`config.mk`:
```
export PLATFORM = sky130hd
export DESIGN_NAME = lcd_frame_scanner_flat
export DESIGN_NICKNAME = d
export VERILOG_FILES = /design/src/rtl/lcd_frame_scanner_pkg.sv /design/src/rtl/lcd_frame_scanner_if.sv /design/src/rtl/lcd_layer_priority_mux.sv /design/src/rtl/lcd_frame_scanner.sv /design/src/flat_wrapper.sv
export SDC_FILE = /design/constraint.sdc
export NUM_CORES = 1
export LEC_CHECK = 0
export ABC_AREA = 1
export CAP_MARGIN = 10
export CORE_ASPECT_RATIO = 0.75
export CORE_MARGIN = 2
export CORE_UTILIZATION = 25
export CTS_BUF_LIST = sky130_fd_sc_hd__clkbuf_8
export CTS_CLUSTER_DIAMETER = 80
export DETAILED_ROUTE_END_ITERATION = 10
export DONT_BUFFER_PORTS = 1
export PLACE_DENSITY = 0.42
export SLEW_MARGIN = 25
export SYNTH_ARGS = -nofsm -noshare
export SYNTH_HDL_FRONTEND = slang
export SYNTH_SLANG_ARGS = --single-unit
```
`constraint.sdc`:
```
create_clock -name clock -period 3.4 [get_ports clock]
set_input_delay 0.51 -clock clock [delete_from_list [all_inputs] [get_ports clock]]
set_output_delay 0.51 -clock clock [all_outputs]
set_load 0.1 [all_outputs]
```
`src/rtl/lcd_frame_scanner_pkg.sv`:
```
// lcd_frame_scanner_pkg: shared RGB565 constants, default panel size and scanner state encoding
package lcd_frame_scanner_pkg;
  typedef enum logic [2:0] {IDLE, SETTLE, SAMPLE, EMIT, DONE} state_t;
  localparam logic [15:0] BLACK = 16'h0000;
  localparam logic [15:0] WHITE = 16'hFFFF;
  localparam logic [15:0] RED = 16'hF800;
  localparam logic [15:0] BLUE = 16'h001F;
  localparam int DEF_WIDTH = 240;
  localparam int DEF_HEIGHT = 320;
endpackage

```
`src/rtl/lcd_frame_scanner_if.sv`:
```
// lcd_frame_scanner_if: coordinate, layer-enable and pixel-stream bundle between scanner and its peers
interface lcd_frame_scanner_if #(
  parameter int BITS_WIDTH = 8,
  parameter int BITS_HEIGHT = 9,
  parameter int NUM_LAYERS = 4
);
  logic start;
  logic [BITS_WIDTH-1:0] xAddLCD;
  logic [BITS_HEIGHT-1:0] yAddLCD;
  logic [NUM_LAYERS-1:0] layerPixEN;
  logic [NUM_LAYERS*16-1:0] layerColours;
  logic [15:0] bgColour;
  logic [15:0] pixelData;
  logic pixelValid;
  logic pixelReady;
  logic frameBusy;
  logic frameDone;
  modport master (
    input start, layerPixEN, layerColours, bgColour, pixelReady,
    output xAddLCD, yAddLCD, pixelData, pixelValid, frameBusy, frameDone
  );
  modport slave (
    output start, layerPixEN, layerColours, bgColour, pixelReady,
    input xAddLCD, yAddLCD, pixelData, pixelValid, frameBusy, frameDone
  );
endinterface

```
`src/rtl/lcd_layer_priority_mux.sv`:
```
// lcd_layer_priority_mux: picks the colour of the lowest-index active layer, else the background
module lcd_layer_priority_mux #(
  parameter int NUM_LAYERS = 4
) (
  input logic [NUM_LAYERS-1:0] en,
  input logic [NUM_LAYERS*16-1:0] colours,
  input logic [15:0] bg,
  output logic [15:0] colour
);
  always_comb begin
    colour = bg;
    for (int i = NUM_LAYERS - 1; i >= 0; i--) colour = en[i] ? colours[16*i +: 16] : colour;
  end
endmodule

```
`src/rtl/lcd_frame_scanner.sv`:
```
// lcd_frame_scanner: walks every LCD coordinate, resolves layer priority and streams one RGB565 frame per start
module lcd_frame_scanner
  import lcd_frame_scanner_pkg::*;
#(
  parameter int WIDTH = DEF_WIDTH,
  parameter int HEIGHT = DEF_HEIGHT,
  parameter int BITS_WIDTH = 8,
  parameter int BITS_HEIGHT = 9,
  parameter int NUM_LAYERS = 4,
  parameter int GEN_LATENCY = 1
) (
  input logic clock,
  input logic reset,
  lcd_frame_scanner_if.master bus
);
  state_t state;
  logic [BITS_WIDTH-1:0] x;
  logic [BITS_HEIGHT-1:0] y;
  logic [1:0] cnt;
  logic [15:0] data, colour;
  logic valid, busy, done, last_x, last;
  assign last_x = x == BITS_WIDTH'(WIDTH - 1);
  assign last = last_x && (y == BITS_HEIGHT'(HEIGHT - 1));
  lcd_layer_priority_mux #(.NUM_LAYERS(NUM_LAYERS)) mux (
    .en(bus.layerPixEN),
    .colours(bus.layerColours),
    .bg(bus.bgColour),
    .colour(colour)
  );
  // coordinates move only on the accept edge, so generators always see an address long enough
  always_ff @(posedge clock) begin
    if (reset) begin
      state <= IDLE;
      x <= '0;
      y <= '0;
      cnt <= '0;
      data <= BLACK;
      valid <= 1'b0;
      busy <= 1'b0;
      done <= 1'b0;
    end else begin
      done <= 1'b0;
      case (state)
        IDLE: if (bus.start) begin
          state <= SETTLE;
          cnt <= '0;
          busy <= 1'b1;
        end
        SETTLE: begin
          cnt <= cnt + 2'd1;
          state <= cnt == 2'(GEN_LATENCY - 1) ? SAMPLE : SETTLE;
        end
        SAMPLE: begin
          data <= colour;
          valid <= 1'b1;
          state <= EMIT;
        end
        EMIT: if (bus.pixelReady) begin
          valid <= 1'b0;
          cnt <= '0;
          state <= last ? DONE : SETTLE;
          done <= last;
          busy <= !last;
          if (!last) begin
            x <= last_x ? '0 : x + 1'b1;
            y <= last_x ? y + 1'b1 : y;
          end
        end
        DONE: begin
          x <= '0;
          y <= '0;
          state <= IDLE;
        end
        default: state <= IDLE;
      endcase
    end
  end
  assign bus.xAddLCD = x;
  assign bus.yAddLCD = y;
  assign bus.pixelData = data;
  assign bus.pixelValid = valid;
  assign bus.frameBusy = busy;
  assign bus.frameDone = done;
endmodule

```
`src/flat_wrapper.sv`:
```
// flat-port wrapper written by rule: the top's interface ports become plain ports
module lcd_frame_scanner_flat import lcd_frame_scanner_pkg::*;
#(
  parameter int WIDTH = DEF_WIDTH,
  parameter int HEIGHT = DEF_HEIGHT,
  parameter int BITS_WIDTH = 8,
  parameter int BITS_HEIGHT = 9,
  parameter int NUM_LAYERS = 4,
  parameter int GEN_LATENCY = 1
)
  (clock, reset, bus_start, bus_layerPixEN, bus_layerColours, bus_bgColour, bus_pixelReady, bus_xAddLCD, bus_yAddLCD, bus_pixelData, bus_pixelValid, bus_frameBusy, bus_frameDone);
  lcd_frame_scanner_if #(.BITS_WIDTH(BITS_WIDTH), .BITS_HEIGHT(BITS_HEIGHT), .NUM_LAYERS(NUM_LAYERS)) bus_i ();
  input logic clock;
  input logic reset;
  input wire logic [$bits(bus_i.start)-1:0] bus_start;
  input wire logic [$bits(bus_i.layerPixEN)-1:0] bus_layerPixEN;
  input wire logic [$bits(bus_i.layerColours)-1:0] bus_layerColours;
  input wire logic [$bits(bus_i.bgColour)-1:0] bus_bgColour;
  input wire logic [$bits(bus_i.pixelReady)-1:0] bus_pixelReady;
  output wire logic [$bits(bus_i.xAddLCD)-1:0] bus_xAddLCD;
  output wire logic [$bits(bus_i.yAddLCD)-1:0] bus_yAddLCD;
  output wire logic [$bits(bus_i.pixelData)-1:0] bus_pixelData;
  output wire logic [$bits(bus_i.pixelValid)-1:0] bus_pixelValid;
  output wire logic [$bits(bus_i.frameBusy)-1:0] bus_frameBusy;
  output wire logic [$bits(bus_i.frameDone)-1:0] bus_frameDone;
  assign bus_i.start = bus_start;
  assign bus_i.layerPixEN = bus_layerPixEN;
  assign bus_i.layerColours = bus_layerColours;
  assign bus_i.bgColour = bus_bgColour;
  assign bus_i.pixelReady = bus_pixelReady;
  assign bus_xAddLCD = bus_i.xAddLCD;
  assign bus_yAddLCD = bus_i.yAddLCD;
  assign bus_pixelData = bus_i.pixelData;
  assign bus_pixelValid = bus_i.pixelValid;
  assign bus_frameBusy = bus_i.frameBusy;
  assign bus_frameDone = bus_i.frameDone;
  lcd_frame_scanner #(.WIDTH(WIDTH), .HEIGHT(HEIGHT), .BITS_WIDTH(BITS_WIDTH), .BITS_HEIGHT(BITS_HEIGHT), .NUM_LAYERS(NUM_LAYERS), .GEN_LATENCY(GEN_LATENCY)) u_core (.clock(clock), .reset(reset), .bus(bus_i));
endmodule
```
# [Word level (Yosys, flattened, before mapping)]
# Cells that the tools add are included.
[totals] mem_bits_ro=0 ramBits=0 ff_bits=41 latch_bits=0 word_cells=63 mem_count=0
[op_classes] div_mod_pow=0 magnitude_cmp=0 shifts=0 multipliers=0 add_sub_neg=3 n_mux=25 n_reduce_logical=15 bitwise_logic=2 n_eq_ne=10
[op_table] cell="$mux W16" n=4
[op_table] cell="$mux W9" n=3
[op_table] cell="$mux W8" n=3
[op_table] cell="$pmux W9 S2" n=1
[op_table] cell="$pmux W8 S2" n=1
[op_table] cell="$pmux W3 S4" n=1
[op_table] cell="$add A9 B1 Y9 const B" n=1
[op_table] cell="$eq A9 B9 Y1 const B" n=1
[op_table] cell="$mux W3" n=3
[op_table] cell="$reduce_and A3 Y1" n=3
[op_table] cell="$add A8 B1 Y8 const B" n=1
[op_table] cell="$eq A8 B8 Y1 const B" n=1
[op_table] cell="$eq A3 B2 Y1 const B" n=2
[op_table] cell="$mux W2" n=3
[op_table] cell="$ne A2 B2 Y1 const B" n=3
[op_table] cell="$pmux W2 S3" n=1
[op_table] cell="$reduce_bool A2 Y1" n=3
[op_table] cell="$pmux W1 S2" n=2
[op_table] cell="$reduce_and A2 Y1" n=2
[op_table] cell="$reduce_and A4 Y1" n=1
[op_table] cell="$eq A3 B1 Y1 const B" n=1
[op_table] cell="$eq A3 B3 Y1 const B" n=1
[op_table] cell="$logic_not A3 Y1" n=1
[op_table] cell="$mux W1" n=3
[op_table] cell="other kinds (8)" n=9

# [Logic depth before layout (Yosys ltp)]
# Gate-level depths: netlist of the first run.
[depth] depth_word=5 mapped_depth=11

# [Cells and area by module]
# From an unflattened synthesis of the first run, not the netlist that was laid out.
[unflattened] hier_cells=514 area_unflattened_um2=3150.5
[modules_own_cells] module="lcd_frame_scanner" area_per_inst_um2=2172.1 cells_each=308 n_inst=1
[modules_own_cells] module="lcd_layer_priority_mux" area_per_inst_um2=978.4 cells_each=206 n_inst=1

# [Worst setup path after synthesis of the first run]
# No wires, ideal clock.
[synth_timing] path_kind="register -> register" from="register u_core.x[0], in the netlist u_core.bus.xAddLCD[0]" to="register u_core.x[0], in the netlist u_core.bus.xAddLCD[0]" period_less_slack_ns=2.428 arrival_ns=2.311 path_slack_ns=0.972 n_path_buf=0 t_required_ns=3.283 stages_incl_launch_ff=11 path_cell_list="dfxtp_1 > ha_1 > nand2_1 > nor2_2 > nand3_2 > nor2_1 > nand3_2 > nand2_4 > inv_2 > nor2_1 > nor2_1"
[synth_via] elab_chain_cells=5
[synth_rtl] element="start, declared" line="lcd_frame_scanner.sv:17" rtl="logic [BITS_WIDTH-1:0] x;"
[synth_rtl] element="start signal, assigned" line="lcd_frame_scanner.sv:65" rtl="x <= last_x ? '0 : x + 1'b1;"
[synth_rtl] element="$add A8 B1 Y8 / $eq A8 B8 Y1 (equally long branches)" line="lcd_frame_scanner.sv:65, lcd_frame_scanner.sv:22"
[synth_rtl] element="$mux W8" line="lcd_frame_scanner.sv:65"
[synth_rtl] element="$mux W8" line="lcd_frame_scanner.sv:64" rtl="if (!last) begin"
[synth_rtl] element="$mux W8" line="lcd_frame_scanner.sv:58" rtl="EMIT: if (bus.pixelReady) begin"
[synth_rtl] element="$pmux W8 S2" line="lcd_frame_scanner.sv:43" rtl="case (state)"
# Several ways; a longest one is shown, not always the timed one. The select of a mux whose other input is x is not followed.
# A chain may end at the register's enable or synchronous reset.

# [Final worst setup path of the first run]
[layout_timing] from="register u_core.y[0], in the netlist u_core.bus.yAddLCD[0]" to="register u_core.y[7], in the netlist u_core.bus.yAddLCD[7]"
[layout_via] elab_chain_cells=5
[layout_rtl] element="start, declared" line="lcd_frame_scanner.sv:18" rtl="logic [BITS_HEIGHT-1:0] y;"
[layout_rtl] element="start signal, assigned" line="lcd_frame_scanner.sv:66" rtl="y <= last_x ? y + 1'b1 : y;"
[layout_rtl] element="$add A9 B1 Y9" line="lcd_frame_scanner.sv:66"
[layout_rtl] element="$mux W9" line="lcd_frame_scanner.sv:66"
[layout_rtl] element="$mux W9" line="lcd_frame_scanner.sv:64"
[layout_rtl] element="$mux W9" line="lcd_frame_scanner.sv:58"
[layout_rtl] element="$pmux W9 S2" line="lcd_frame_scanner.sv:43"
# Several ways; a longest one is shown, not always the timed one. The select of a mux whose other input is x is not followed.

==> summary.md, run 1 <==
| Metric | Value |
|---|---|
| CTS tree | built |
| Kind of critical path | flop to flop |
| GRT Max-Usage Layer | met2 |
| N_diodes | 0 |
| Fmax | 447 MHz |
| Dpl hpwl | 6.25 mm |
| Num Clock Sinks | 41 |
| Final setup TNS | 0 ps |
| Starting DRT DRC Count | 188 |
| Setup Buffers After CTS | 0 |
| Total Wirelength | 8.28 mm |
| Die area | 11900 µm² |
| VDD IR max | 223 µV |
| Met1 usage | 19.2% |
| Warnings from Yosys | 0 |
| Run status | complete, no violations |
| Clk root buf | clkbuf_8 |
| CP max-delay cell | a21oi_2 |
| Tightest Pin Transition | 1010 ps |
| Most common cell after layout, fill and taps aside | nand2_1 |
| CP dominant cell by count | nand3_1 |
| Met3 Use GR | 3.70% |
| Worst Path Arrival | 2460 ps |
| Sequential area share after synthesis | 29.7% |
| Power per cell area | 483 nW/µm² |
| Final Wtd Congestion | 0.789 |
| Final setup vio count | 0 |
| Core area | 10900 µm² |
| Unrepaired setup endpoints after global routing | false |
| Congestion Overflow GR | 0 |
| Global-route track usage on met2 | 20.1% |
| Clk_skew | 15.6 ps |
| Post-DRT Antenna Nets | 0 |
| Netlist cell types | 30 |
| Avg Inst Size Synth | 6.29 µm² |
| 1st-pass router iterations | 4 |
| Nets | 537 |
| FF+latch count, synth | 41 |
| Worst rel slew slack | 32.7% |
| Post-CTS sizing | 0 |
| WL/cell | 14.1 µm |
| Die height | 95.1 µm |
| Synth Instances | 440 |
| Slowest stage delay, CP | 490 ps |
| Hold Fails Final Rpt | 0 |
| Tot GR Track Use | 13.4% |
| Largest net degree at the start of global routing | 33 |
| Vias | 2758 |
| Post-Layout Cell Count | 587 |
| H-tree levels | 2 |
| Worst-Skew Late Latency | 310 ps |
| Design Power | 0.00150 W |
| LEAKAGE | 1.37 nW |
| CP endpoint kind | flop |
| Vias per cell | 4.70 |
| Tcrit/Tclk final | 65.9% |
| Worst EP required | 3620 ps |
| CP startpoint kind | flop |
| Cell Area, Synth | 2770 µm² |
| Fillers | 1232 |
| Area grow syn2layout | 12.4% |
| Die span in x | 125 µm |
| Initial Util | 25.5% |
| Layout cells sized above 1 | 9.62% |
| Std-Cell Rows | 33 |
| First-pass GRT wire length | 13.0 mm |
| CP Cell Sequence | buf_4 -> ha_1 -> nand3_1 -> inv_1 -> nand3_1 -> a21oi_2 -> o21bai_1 -> a21oi_1 |
| Syn Nets | 531 |
| Top-level port count | 124 |
| PortBufs | 0 |
| Synth area leader | dfxtp_1 |
| Initial antenna violation count | 0 |
| Vias in the first global route | 2538 |
| Commonest cells after routing, fill and taps aside | nand2_1 (102), o21ai_0 (53), a21oi_1 (52) |
| Placed cells | 579 |
| Worst-path clk slew | 100 ps |
| Max-Cap Viols | 0 |
| Hold_buf cts | 0 |
| Max Transition Viols Final | 0 |
| Reg-to-reg slack, setup | 1160 ps |
| Crit path time final | 2240 ps |
| Post-synth top area share | 29.7% |
| Synth area leaders | dfxtp_1 (30%), nand2_1 (14%), o21ai_0 (9.6%), a21oi_1 (9.4%), inv_1 (6.9%) |
| Worst-path fanout max | 9 |
| Worst-case clock buffer depth | 2 |
| Drc violations | 0 |
| Hold crit path type | input pin to flop |
| CTS Buf Count | 5 |
==> layer usage <==
metal | routed length [µm] | part of all wire (%)
met4 | 52 | 0.63
met5 | 0 | 0
met1 | 4100 | 50
met3 | 573 | 6.9
met2 | 3540 | 43
==> cells in the mapped netlist <==
| master | n |
|---|---|
| a21oi_2 | 1 |
| inv_1 | 51 |
| mux2i_1 | 16 |
| nand3_1 | 28 |
| inv_2 | 4 |
| a21oi_1 | 52 |
| nand2_2 | 2 |
| o21bai_2 | 1 |
| nand2_1 | 102 |
| ha_1 | 3 |
| nand2_4 | 1 |
| o21ai_1 | 4 |
| buf_2 | 2 |
| buf_6 | 1 |
| nor3_2 | 1 |
| nand3_2 | 2 |
| nor2_8 | 1 |
| nand4_1 | 3 |
| xnor2_1 | 1 |
| nor2_1 | 35 |
| nor3b_1 | 1 |
| clkbuf_1 | 16 |
| o21ai_4 | 1 |
| dfxtp_1 | 41 |
| o21ai_0 | 53 |
| o21bai_1 | 9 |
| nor2_2 | 2 |
| xor2_1 | 1 |
| inv_4 | 1 |
| nor3_1 | 4 |
==> power breakdown <==
| part | switching (W) | internal, W | total [W] |
|---|---|---|---|
| logic | 0.000175 | 0.0000846 | 0.000260 |
| clock network | 0.000193 | 0.000220 | 0.000414 |
| registers | 0.000300 | 0.000528 | 0.000828 |
| total | 0.000669 | 0.000832 | 0.00150 |
==> worst max-delay path, delay by kind of cell (launching register included) <==
| family | cells | cell delay (ps) |
|---|---|---|
| AO/OA/AOI/OAI | 3 | 740 |
| flip-flops | 1 | 310 |
| buffers and inverters | 2 | 490 |
| adder cells (fa/ha/maj) | 1 | 310 |
| AND/OR/NAND/NOR | 2 | 300 |
==> through the flow <==
stage | hold slack, ps | area (µm²) | util [%] | setup WS (ps)
floorplan | 440 | 2770 | - | 972
detailed placement | 447 | 3000 | 27.6 | 1210
finish | 260 | 3110 | 28.6 | 1160
global placement | 447 | 3000 | 27.6 | 1230
CTS | 245 | 3110 | 28.6 | 1190
global route | 239 | 3110 | 28.6 | 958
==> cells by family (layout without fill, tap and decap cells) <==
logic type / after synthesis / after routing / share of synthesized area [%]
simple gates: 182 / 182 / 28.4
xor+xnor: 2 / 2 / 0.633
compound gates: 121 / 121 / 23.5
mux: 16 / 16 / 5.79
flops: 41 / 41 / 29.7
buf+inv: 75 / 82 / 10.6
fa+ha+maj: 3 / 3 / 1.36
==> flip-flops by register name (all words and copies together), names as in the netlist <==
register               count
u_core.bus.frameDone       1
u_core.state               3
u_core.bus.xAddLCD         8
u_core.bus.frameBusy       1
u_core.cnt                 2
u_core.bus.pixelValid      1
u_core.bus.yAddLCD         9
u_core.bus.pixelData      16
==> cell type report <==
class | count | area, µm² | area share, %
multi-input combinational | 324 | 1650 | 53.1
timing repair buffer | 18 | 135 | 4.34
sequential | 41 | 821 | 26.4
inverter | 56 | 213 | 6.84
clock buffer | 5 | 68.8 | 2.21
clock inverter | 3 | 46.3 | 1.49
tap | 140 | 175 | 5.63
==> final timing paths <==
check                          end                  start  cells after the start
max          u_core.bus.yAddLCD[7]  u_core.bus.yAddLCD[0]                      8
min          u_core.bus.xAddLCD[5]                  reset                      1
min reg2reg          u_core.cnt[0]          u_core.cnt[0]                      2
max reg2reg  u_core.bus.yAddLCD[7]  u_core.bus.yAddLCD[0]                      8
Note: power is estimated with default switching activity, not from simulation.
==> run 2, diff against run 1 <==
- PLACE_DENSITY: 0.42 -> 0.44
- clock period: 3.4 -> 2 ns (I/O delays scaled with it)
==> run 2 against run 1 <==
Clock skew up 1.4 ps. Highest routed layer unchanged. Final area is 5.9% higher. Sequential share of layout area shrank 0.90 points. Critical path type unchanged. Via count rose by 4.1%. Largest cell class unchanged. Worst hold slack worse by 210 ps. Critical endpoint is now u_core.bus.yAddLCD[5]. Utilization increased by 1.7 points. Register-to-register slack got worse by 920 ps. First-iteration DRC count fell by 27%. Clock power up 68%.
==> summary.md, run 2 (same netlist as run 1, synthesis figures left out) <==
| Metric | Value |
|---|---|
| Worst-path clk slew | 90 ps (about the same) |
| Core area | 10900 µm² (unchanged) |
| Max-Cap Viols | 0 (unchanged) |
| Top-level port count | 124 (unchanged) |
| Post-Place Setup Slack | 270 ps (-945 ps) |
| CP endpoint kind | flop |
| Worst hold stages | 1 (unchanged) |
| Design area | 3290 µm² (+5.9%) |
| Num Clock Sinks | 41 (unchanged) |
| LEAKAGE | 1.49 nW (+8.7%) |
| Vias per cell | 4.72 (+0.50%) |
| Std-Cell Rows | 33 (unchanged) |
| Area grow syn2layout | 19.1% |
| Final setup TNS | 0 ps (unchanged) |
| Hold crit path type | input pin to flop |
| Worst Path Arrival | 1980 ps (-480 ps) |
| 1st-pass router iterations | 5 (+1) |
| Kind of critical path | flop to flop |
| Hold Startpoint | reset |
| Worst-path fanout max | 9 (unchanged) |
| Final setup vio count | 0 (unchanged) |
| Post-Layout Cell Count | 608 (+3.6%) |
| Placed Area | 3170 µm² (+5.9%) |
| Power per cell area | 802 nW/µm² (+66%) |
| Met2 Wirelength | 3.62 mm (+2.1%) |
| Hold Fails Final Rpt | 0 (unchanged) |
| Drc violations | 0 (unchanged) |
| Initial Util | 25.5% (unchanged) |
| R2R Path Start | u_core.bus.yAddLCD[0] |
| Tot GR Track Use | 13.7% (+0.39 points) |
| Layout cells sized above 1 | 16.5% (+6.8 points) |
| Unrepaired setup endpoints after global routing | false |
| Worst-Skew Late Latency | 300 ps (about the same) |
| Congestion Overflow GR | 0 (unchanged) |
| Clk_skew | 17.0 ps (+1.43 ps) |
| PortBufs | 0 (unchanged) |
| Placed cells | 600 (+3.6%) |
| Post-DRT Antenna Nets | 0 (unchanged) |
| Nets | 558 (+3.9%) |
| H-tree levels | 2 (unchanged) |
| Dpl hpwl | 6.35 mm (+1.7%) |
| Final Wtd Congestion | 0.806 (+2.2%) |
| Final WS setup | 240 ps (-921 ps) |
| CP startpoint kind | flop |
| Endpoint, Worst Hold | u_core.bus.yAddLCD[0] |
| VDD IR max | 386 µV (+73%) |
| Max Transition Viols Final | 0 (unchanged) |
| Max reg flops | 16 (unchanged) |
| Total Wirelength | 8.19 mm (-1.1%) |
| WL/cell | 13.5 µm (-4.5%) |
| Commonest cells after routing, fill and taps aside | nand2_1 (102), o21ai_0 (53), a21oi_1 (52) |
| Cell count of the worst reg-to-reg path | 7 (-1) |
| Fmax | 568 MHz (+27%) |
| Tightest Pin Transition | 628 ps (-379 ps) |
| Setup Buffers After CTS | 0 (unchanged) |
| First-pass GRT wire length | 13.5 mm (+3.2%) |
| CTS tree | built |
| Worst EP required | 2220 ps (-1400 ps) |
| Starting DRT DRC Count | 138 (-27%) |
| Clk root buf | clkbuf_8 |
| Vias | 2871 (+4.1%) |
| Run status | complete, no violations |
| Die span in x | 125 µm (unchanged) |
| N_diodes | 0 (unchanged) |
| Crit path time final | 1760 ps (-479 ps) |
| CTS Buf Count | 5 (unchanged) |
| Most common cell after layout, fill and taps aside | nand2_1 |
| Worst r2r dst | u_core.bus.yAddLCD[5] |
| Met3 WL post-DR | 348 µm (-39%) |
| Vias in the first global route | 2759 (+8.7%) |
| Die height | 95.1 µm (unchanged) |
| Reg-to-reg slack, setup | 240 ps (-920 ps) |
| Initial antenna violation count | 0 (unchanged) |
| Die area | 11900 µm² (unchanged) |
| WHS | 46.2 ps (-214 ps) |
| Worst-case clock buffer depth | 2 (unchanged) |
| Post-Route M1 WL | 4.05 mm (-1.4%) |
| Worst rel slew slack | 58.1% (+25 points) |
| Highest metal used | met4 |
| Tcrit/Tclk final | 88.0% (+22 points) |
| Largest net degree at the start of global routing | 33 (unchanged) |
[run 2: what timing repair did]
| action | 4_1_cts | 5_1_grt |
|---|---|---|
| endpoints found under the setup margin | 0 | 1 |
| gates resized for setup | 0 | 1 |
| hold buffers | 0 | 0 |
[run 2: worst max path at each step]
stage | from | depth (start not counted) | to | slack, ps
after CTS | u_core.bus.yAddLCD[0] | 7 | u_core.bus.yAddLCD[5] | 250
after global routing | u_core.bus.yAddLCD[1] | 7 | u_core.bus.yAddLCD[5] | 30
after detailed placement | u_core.bus.yAddLCD[0] | 7 | u_core.bus.yAddLCD[6] | 270
after global placement | u_core.bus.xAddLCD[0] | 11 | u_core.bus.xAddLCD[1] | 320
after floorplan | u_core.bus.yAddLCD[0] | 7 | u_core.bus.yAddLCD[0] | 40
final | u_core.bus.yAddLCD[0] | 7 | u_core.bus.yAddLCD[5] | 240
[run 2: layer usage]
metal,vias up,GRT usage [%]
met2,58,22.2
li1,1489,-
met3,15,3.25
met5,-,0
met1,1309,18.3
met4,0,4.44
[run 2: critical path, cell delays in order (launching register included)]
cell and delay, ps:
dfxtp_2 340, ha_1 220, nand3_1 160, inv_1 140, nand3_1 120, a21oi_2 450, o21bai_1 110, a21oi_1 130
[run 2: metrics by stage]
stage | power [W] | utilization, %
finish | 0.00264 | 30.3
global route | 0.00280 | 30.3
CTS | 0.00269 | 30.3
detailed placement | 0.00197 | 29.2
global placement | 0.00196 | 29.2
floorplan | 0.00180 | -
[run 2: where the power goes]
part           total, W  switching [W]  internal (W)
registers      0.000939      0.0000399      0.000899
clock network  0.000697       0.000323      0.000374
logic           0.00101       0.000782      0.000224
[run 2: area by class of cell]
| type | count | area, µm² |
|---|---|---|
| clock buffers | 5 | 68.8 |
| clock inverters | 3 | 46.3 |
| fillers | 1183 | 7560 |
| inverters | 56 | 213 |
| multi-input cells | 324 | 1660 |
| flip-flops and latches | 41 | 840 |
| well taps | 140 | 175 |
| repair buffers | 39 | 293 |
==> run 3, diff against run 2 <==
- GPL_ROUTABILITY_DRIVEN: default -> 0
==> results of run 3 <==
Final layout, timing and power as in run 2 (identical DEF).
